$ cat config.mk
export PLATFORM = sky130hd
export DESIGN_NAME = decode_stage
export DESIGN_NICKNAME = d
export VERILOG_FILES = /design/src/rtl/decode_stage.sv
export SDC_FILE = /design/constraint.sdc
export NUM_CORES = 1
export LEC_CHECK = 0
export CAP_MARGIN = 10
export CORE_ASPECT_RATIO = 0.6
export CORE_MARGIN = 2
export CORE_UTILIZATION = 37
export DETAILED_ROUTE_END_ITERATION = 16
export PLACE_DENSITY = 0.8
export SLEW_MARGIN = 5
export SYNTH_ARGS = -nofsm -noshare
export SYNTH_HDL_FRONTEND = slang
export SYNTH_SLANG_ARGS = --single-unit
export TNS_END_PERCENT = 20
$ cat constraint.sdc
create_clock -name i_clk -period 2.11 [get_ports i_clk]
set_input_delay 0.422 -clock i_clk [delete_from_list [all_inputs] [get_ports i_clk]]
set_output_delay 0.422 -clock i_clk [all_outputs]
set_load 0.02 [all_outputs]
$ cat src/rtl/decode_stage.sv
// decode_stage: instruction decode with operand bypass, load-use stall and ID/EX register.
// Ports:
//   i_clk, i_rst          clock, synchronous active-high reset
//   i_if_valid, i_if_instr, o_id_ready   fetch handshake
//   o_rreg1, o_rreg2, i_rd1, i_rd2       register-file read port
//   i_wb_write, i_wb_wreg, i_wb_data     writeback port (bypass source)
//   i_flush, i_ex_ready                  squash and execute-stage handshake
//   o_ex_*                               registered ID/EX contents
module decode_stage (
   input  logic        i_clk,
   input  logic        i_rst,
   input  logic        i_if_valid,
   input  logic [15:0] i_if_instr,
   output logic        o_id_ready,
   output logic [2:0]  o_rreg1,
   output logic [2:0]  o_rreg2,
   input  logic [15:0] i_rd1,
   input  logic [15:0] i_rd2,
   input  logic        i_wb_write,
   input  logic [2:0]  i_wb_wreg,
   input  logic [15:0] i_wb_data,
   input  logic        i_flush,
   input  logic        i_ex_ready,
   output logic        o_ex_valid,
   output logic [3:0]  o_ex_op,
   output logic [15:0] o_ex_a,
   output logic [15:0] o_ex_b,
   output logic [15:0] o_ex_imm,
   output logic [2:0]  o_ex_wreg,
   output logic        o_ex_regwrite,
   output logic        o_ex_memread,
   output logic        o_ex_memwrite,
   output logic        o_ex_branch
);
   logic [3:0]  w_op;
   logic [2:0]  w_rs, w_rt, w_rd, w_wreg;
   logic        w_use_rs, w_use_rt, w_regwrite, w_memread, w_memwrite, w_branch;
   logic [15:0] w_a, w_b, w_imm;
   logic        w_hazard, w_advance, w_load, w_clear;
   logic        r_valid, r_regwrite, r_memread, r_memwrite, r_branch;
   logic [3:0]  r_op;
   logic [15:0] r_a, r_b, r_imm;
   logic [2:0]  r_wreg;

   assign w_op = i_if_instr[15:12];
   assign w_rs = i_if_instr[11:9];
   assign w_rt = i_if_instr[8:6];
   assign w_rd = i_if_instr[5:3];
   assign o_rreg1 = w_rs;
   assign o_rreg2 = w_rt;

   // ops 0..A read rs; only R-ALU, SW and BEQ also read rt; B..F are NOPs
   assign w_use_rs   = w_op <= 4'hA;
   assign w_use_rt   = w_op == 4'h0 || w_op == 4'h9 || w_op == 4'hA;
   assign w_regwrite = w_op <= 4'h8;
   assign w_memread  = w_op == 4'h8;
   assign w_memwrite = w_op == 4'h9;
   assign w_branch   = w_op == 4'hA;
   assign w_wreg     = w_op == 4'h0 ? w_rd : (w_regwrite ? w_rt : 3'd0);
   assign w_imm      = {{10{i_if_instr[5]}}, i_if_instr[5:0]};

   // writeback bypass: the register file commits this write at the same edge
   assign w_a = !w_use_rs ? 16'd0 : (i_wb_write && i_wb_wreg == w_rs) ? i_wb_data : i_rd1;
   assign w_b = !w_use_rt ? 16'd0 : (i_wb_write && i_wb_wreg == w_rt) ? i_wb_data : i_rd2;

   // stall only on sources the instruction actually reads
   assign w_hazard = r_valid && r_memread && i_if_valid &&
                     ((w_use_rs && r_wreg == w_rs) || (w_use_rt && r_wreg == w_rt));
   assign w_advance = !r_valid || i_ex_ready;
   assign o_id_ready = !i_rst && (i_flush || (w_advance && !w_hazard));

   assign w_load  = w_advance && i_if_valid && !w_hazard;
   assign w_clear = i_rst || i_flush || (w_advance && !w_load);

   always_ff @(posedge i_clk) begin
      if (w_clear) begin
         r_valid    <= 1'b0;
         r_op       <= 4'd0;
         r_a        <= 16'd0;
         r_b        <= 16'd0;
         r_imm      <= 16'd0;
         r_wreg     <= 3'd0;
         r_regwrite <= 1'b0;
         r_memread  <= 1'b0;
         r_memwrite <= 1'b0;
         r_branch   <= 1'b0;
      end else if (w_load) begin
         r_valid    <= 1'b1;
         r_op       <= w_op;
         r_a        <= w_a;
         r_b        <= w_b;
         r_imm      <= w_imm;
         r_wreg     <= w_wreg;
         r_regwrite <= w_regwrite;
         r_memread  <= w_memread;
         r_memwrite <= w_memwrite;
         r_branch   <= w_branch;
      end
   end

   assign o_ex_valid    = r_valid;
   assign o_ex_op       = r_op;
   assign o_ex_a        = r_a;
   assign o_ex_b        = r_b;
   assign o_ex_imm      = r_imm;
   assign o_ex_wreg     = r_wreg;
   assign o_ex_regwrite = r_regwrite;
   assign o_ex_memread  = r_memread;
   assign o_ex_memwrite = r_memwrite;
   assign o_ex_branch   = r_branch;
endmodule

==> reports/metrics.csv, run 1 <==
metric,value,unit
post-synthesis sequential area ratio,43.2,%
WP data arrival,1720,ps
Max Freq,466,MHz
"Avg Cell Area, Syn",9.66,sq um
first-pass GRT wire length,11100,um
diode count,0,
Total GRT Usage,20.3,%
Worst path top cell family by delay,compound AO/OA/AOI/OAI gates,
CP Class,in -> out,
number of synthesized flops with an enable pin,0,
"top cells by area, synth","dfxtp_1, mux2i_1, o21ai_0, buf_4, nand2_1",
CTS tree,done,
worst setup margin,-36.3,ps
synthesized cell area,0.00232,sq mm
per-cell routed wire length,15.4,um
H-tree level count,2,
"reg-to-reg slack, setup",330,ps
vias in the first global route,2230,
post-route ant nets,0,
Worst Path Buf+Inv,2,
ys flop type,dfxtp_1,
grt ovf,0,
P_leak,1.76,nW
dpl hpwl,5600,um
vias per cell,4.82,
DRC Markers,0,
clock transition at the registers of the reported paths,90,ps
failing checks,setup timing,
dpl ws,-668,ps
Final Hold Vio Count,0,
status,"complete, but fails checks",
worst-case clock buffer depth,2,
layout cell share with drive strength beyond 1,15.7,%
cell taking the most area after synthesis,dfxtp_1,
Root Buffer,clkbuf_8,
share of Yosys cell area claimed by the top area cell type,43.2,%
Worst Skew,8.04,ps
RSZ-0062 raised after global routing,yes,
Post-synth top cells,"dfxtp_1, mux2i_1, nand2_1",
Sink Count,50,
fin crit period,2150,ps
TritonRoute pass-1 iters,4,
"Core Util, Final",67.5,%
CP max stage delay,320,ps
final setup TNS,-36.3,ps
slowest cell on the critical path,dlygate4sd2_1,
library cells used by synthesis,31,
critical path capture point type,primary output,
crit path max fanout,6,
Mapped Cells,240,
Hold Crit Class,reg -> reg,
largest net degree at the start of global routing,26,
fin. max-slew vios,0,
drt total wl,7280,um
CP Cell Sequence,dlygate4sd2_1 > xnor2_2 > a211oi_4 > a22oi_2 > a21oi_1 > nor2_1 > buf_4,
die area,0.00693,sq mm
Worst EP required,1690,ps
synthesis-stage register bit count,50,
setup violators final,1,
Die Ht,65.3,um
core area,0.00608,sq mm
most frequent cell after synthesis,dfxtp_1,
cts bufs inserted,5,
Worst-Skew Late Latency,290,ps
peak supply drop,0.307,mV
Top-Level Pins,140,
Worst Setup Start Kind,primary input,
IO buf count,139,
Synth-to-Final Area Change,77.3,%
DR iter-0 viols,90,
die width,106,um
Layout Nets,462,
relative slew slack,77.2,%
"Period Utilization, post-route",102,%
Worst-Margin Slew,342,ps
GPL Wtd Cong,0.795,
Power Total,2.10,mW
initial core utilization,38.1,%
FILL cells,523,
Synth Net Count,313,
row count,22,
initial antenna violation count,0,
Syn. warnings,0,
max-cap viol count,0,
async set-reset flop share out of synthesis,0,%
power per cell area,512,mW/mm^2
final hold slack,456,ps
via count,2281,
[sequential cells by signal (all words and copies together) (netlist names)]
name           cells
o_ex_a            16
o_ex_b            16
o_ex_branch        1
o_ex_imm           6
o_ex_memread       1
o_ex_memwrite      1
o_ex_op            4
o_ex_regwrite      1
o_ex_valid         1
o_ex_wreg          3
[worst paths after layout]
check            startpoint     endpoint  cells past startpoint
min               o_ex_b[7]    o_ex_b[7]                      2
min reg2reg       o_ex_b[7]    o_ex_b[7]                      2
max          i_if_instr[12]   o_id_ready                      7
max reg2reg    o_ex_wreg[2]  o_ex_branch                      7
[kinds of logic after synthesis]
group,after synthesis,share of synthesized area (%)
simple gates,54,11.2
flops,50,43.2
xor+xnor,13,4.91
compound gates,58,16.5
buf+inv,30,9.02
mux,35,15.1
[cell type report]
class / instances / area [sq um] / share of cell area (%)
clock buffers: 6 / 82.6 / 2.01
clock inverters: 1 / 30.0 / 0.731
multi-input cells: 160 / 1200 / 29.2
flip-flops and latches: 50 / 1010 / 24.5
well taps: 84 / 105 / 2.56
repair buffers: 172 / 1680 / 41.0
[cells in the final DEF (no fill, tap or decap), drive strengths merged]
cell / instances
clkdlybuf4s50: 127
dfxtp: 50
mux2i: 35
o21ai: 35
nand2: 34
buf: 34
a22o: 14
dlygate4sd2: 8
xnor2: 7
clkbuf: 6
nand3: 6
xor2: 6
a32o: 3
nor4: 2
nand2b: 2
nor2: 2
nand4: 2
nor3: 2
nor3b: 2
clkdlybuf4s15: 2
o21ba: 1
a211oi: 1
a21o: 1
a22oi: 1
a21oi: 1
and3: 1
and2: 1
a21boi: 1
bufinv: 1
dlymetal6s2s: 1
[where the power goes]
group	total, mW	switching [mW]	internal, mW
clock	0.690	0.310	0.380
combinational	0.439	0.179	0.260
sequential	0.975	0.0131	0.962
total	2.10	0.503	1.60
[through the flow]
| step | cell area, sq um | std cells |
|---|---|---|
| after floorplan | 2320 | 240 |
| after global placement | 3900 | 465 |
| after detailed placement | 3900 | 465 |
| after CTS | 4060 | 473 |
| after global routing | 4110 | 473 |
| final | 4110 | 473 |
[worst min-delay path: stages (launching register included)]
cell     delay (ps)
dfxtp_1         320
nand2_1          50
o21ai_1          50
[per-layer routing]
metal	GRT usage, %	wire length [um]	up-vias
li1	-	-	1126
met1	27.9	3520	1079
met2	33.7	3330	72
met3	4.17	382	4
met4	3.13	44	0
met5	0	0	-
[timing repair]
action	CTS	global route
endpoints found under the setup margin	1	1
setup buffers	1	0
pin swaps	5	0
hold buffers	0	0
resized for setup	27	10
Power figures use the tool's default switching activity.
==> run 2, diff against run 1 <==
CAP_MARGIN = 30   (was 10)
==> results of run 2 <==
The final DEF is identical to that of run 1; final timing and power are the same.
==> run 3, diff against run 2 <==
ABC_AREA = 1   (was default)
CORE_UTILIZATION = 40   (was 37)
PLACE_DENSITY = 0.76   (was 0.8)
==> reports/metrics.csv, run 3 <==
metric,value,unit,change
Syn. warnings,0,,unchanged
first-pass GRT wire length,16100,um,was 11100 um
power per cell area,498,mW/mm^2,was 512 mW/mm^2
cell taking the most area after synthesis,dfxtp_1,,unchanged
Hold Crit Class,reg -> reg,,unchanged
Int Power,1.82,mW,was 1.60 mW
initial core utilization,41.1,%,was 38.1%
IO buf count,139,,unchanged
Synth Area in Adders,0,%,unchanged
"Period Utilization, post-route",94.8,%,was 102%
drt total wl,10300,um,was 7280 um
Sink Count,50,,unchanged
CP Class,in -> out,,unchanged
post-synthesis sequential area ratio,30.9,%,was 43.2%
Worst-Margin Slew,368,ps,was 342 ps
Worst Setup Start Kind,primary input,,unchanged
# placed instances,822,,was 465
CTS tree,done,,unchanged
async set-reset flop share out of synthesis,0,%,unchanged
share of Yosys cell area claimed by the top area cell type,30.9,%,was 43.2%
hold depth,4,,was 2
largest family of logic cells by synthesized area,simple AND/OR/NAND/NOR gates,,was compound AO/OA/AOI/OAI gates
crit path max fanout,4,,was 6
via count,3711,,was 2281
Layout Nets,795,,was 462
H-tree level count,2,,unchanged
worst-case clock buffer depth,2,,unchanged
Worst-Skew Late Latency,290,ps,about the same
DR iter-0 viols,296,,was 90
Worst Reg-to-Reg Cells,13,,was 7
synthesis-stage register bit count,50,,unchanged
vias per cell,4.47,,was 4.82
final setup TNS,0,ps,was -36.3 ps
final hold slack,519,ps,was 456 ps
layout cell share with drive strength beyond 1,7.20,%,was 15.7%
DRC Markers,0,,unchanged
Die Ht,73.7,um,was 65.3 um
largest net degree at the start of global routing,51,,was 26
max-cap viol count,0,,unchanged
Mapped Cells,593,,was 240
die width,120,um,was 106 um
number of synthesized flops with an enable pin,0,,unchanged
Synth-to-Final Area Change,53.3,%,was 77.3%
GPL Wtd Cong,0.919,,was 0.795
FILL cells,733,,was 523
TritonRoute pass-1 iters,5,,was 4
die area,0.00887,sq mm,was 0.00693 sq mm
vias in the first global route,3345,,was 2230
Combinational Power Share,23.1,%,was 20.9%
P_leak,2.51,nW,was 1.76 nW
diode count,0,,unchanged
setup violators final,0,,was 1
"commonest cells after routing, fill and taps aside","nand2_1, nor2_1, clkdlybuf4s50_1",,"was clkdlybuf4s50_1, dfxtp_1, mux2i_1"
Sw Share,26.4,%,was 23.9%
WP data arrival,1580,ps,was 1720 ps
post-CTS setup buffers,0,,was 1
reg2reg start,o_ex_wreg[0],,was o_ex_wreg[2]
most frequent cell after synthesis,nand2_1,,was dfxtp_1
Multi-input gate area,0.00164,sq mm,was 0.00120 sq mm
"Avg Cell Area, Syn",5.47,sq um,was 9.66 sq um
ys flop type,dfxtp_1,,unchanged
library cells used by synthesis,19,,was 31
peak supply drop,0.354,mV,was 0.307 mV
multiplexer share of the synthesized area,0,%,was 15.1%
grt ovf,0,,unchanged
Worst Skew,6.02,ps,was 8.04 ps
"commonest non-fill, non-tap cell in the layout",nand2_1,,was clkdlybuf4s50_1
per-cell routed wire length,12.4,um,was 15.4 um
Total GRT Usage,22.9,%,was 20.3%
Synth Area in Compound Gates,1.04,%,was 16.5%
row count,25,,was 22
Top-Level Pins,140,,unchanged
cts bufs inserted,5,,unchanged
CP Launch Point,i_if_instr[12],,unchanged
relative slew slack,75.4,%,was 77.2%
register share of total power,39.0,%,was 46.3%
FF+latch area,0.00100,sq mm,was 0.00101 sq mm
synthesized cell area,0.00324,sq mm,was 0.00232 sq mm
"top cells by area, synth","dfxtp_1, nand2_1, nor2_1, inv_1, nand3_1",,"was dfxtp_1, mux2i_1, o21ai_0, buf_4, nand2_1"
reg2reg end,o_ex_wreg[2],,was o_ex_branch
fin crit period,2000,ps,was 2150 ps
Clk pwr share,37.9,%,was 32.8%
post-route ant nets,0,,unchanged
clock transition at the registers of the reported paths,60,ps,was 90 ps
initial antenna violation count,0,,unchanged
post-route insts no fill,830,,was 473
Synth Net Count,666,,was 313
xor-xnor portion of the synthesized cell area,0.540,%,was 4.91%
core area,0.00788,sq mm,was 0.00608 sq mm
"reg-to-reg slack, setup",250,ps,was 330 ps
NetSw,0.653,mW,was 0.503 mW
Max Freq,500,MHz,was 466 MHz
Worst EP required,1690,ps,about the same
critical path capture point type,primary output,,unchanged
Final Hold Vio Count,0,,unchanged
Root Buffer,clkbuf_16,,was clkbuf_8
status,"complete, no violations",,"was complete, but fails checks"
dpl hpwl,7530,um,was 5600 um
fin. max-slew vios,0,,unchanged
CP endpoint,o_id_ready,,unchanged
Post-Synth Simple-Gate Area,48.2,%,was 11.2%
Post-synth top cells,"nand2_1, nor2_1, inv_1",,"was dfxtp_1, mux2i_1, nand2_1"
## run 3: final cells by class
cell class                 instances  area share (%)
clock buffer                       6            2.79
clock inverter                     1           0.604
inverter                          98            7.40
timing repair buffer             166            33.3
sequential                        50            20.2
multi-input combinational        401            33.0
tap                              108            2.72
## run 3: through the flow
stage / cell area [sq um] / util, % / total power [mW] / worst slack, ps
CTS: 4940 / 62.7 / 2.49 / 93.7
global placement: 4780 / 60.6 / 1.55 / -529
detailed placement: 4780 / 60.6 / 1.55 / -614
global route: 4970 / 63.1 / 2.61 / -10.4
finish: 4970 / 63.1 / 2.48 / 111
floorplan: 3240 / - / 1.28 / 199
## run 3: kinds of logic (layout without fill, tap and decap cells)
| group | after synthesis | in the layout |
|---|---|---|
| AO/OA/AOI/OAI | 6 | 6 |
| XOR/XNOR | 2 | 2 |
| buffers and inverters | 142 | 271 |
| AND/OR/NAND/NOR | 393 | 393 |
| flip-flops | 50 | 50 |
## run 3: power groups by stage
stage / clock network [mW] / logic [mW] / registers [mW]
2_1_floorplan: 0 / 0.273 / 1.00
3_3_place_gp: 0 / 0.561 / 0.987
3_5_place_dp: 0 / 0.566 / 0.988
4_1_cts: 0.958 / 0.564 / 0.966
5_1_grt: 1.01 / 0.634 / 0.967
6_report: 0.938 / 0.573 / 0.966
## run 3: per-layer routing
metal	wire length [um]	track usage, %	vias to the layer above
met3	973	7.45	2
met4	19	3.88	0
met1	5010	33.0	1614
met2	4260	33.6	130
met5	0	0	-
li1	-	-	1965
## run 3: critical path, cell delays in order
cell	delay (ps)
dlygate4sd2_1	270
nor2_1	120
nand2_1	110
nand2_2	80
nand3_1	90
nand2_1	90
nand2_2	80
a21oi_2	120
nor2_1	40
buf_2	150
## run 3: how the worst min path moves through the flow
stage               slack (ps)             to          start
CTS                        520  o_ex_memwrite  o_ex_memwrite
global route               540      o_ex_b[4]      o_ex_b[4]
floorplan                  590     o_ex_b[10]     o_ex_b[10]
global placement           500    o_ex_imm[1]    o_ex_imm[1]
detailed placement         510      o_ex_a[4]      o_ex_a[4]
finish                     520  o_ex_regwrite  o_ex_regwrite
## run 3: what timing repair did
| action | in CTS | in global routing |
|---|---|---|
| hold buffers | 0 | 0 |
| resized for setup | 20 | 10 |
| gates cloned | 0 | 1 |
| pin swaps | 1 | 2 |
| setup endpoints to repair | 53 | 50 |
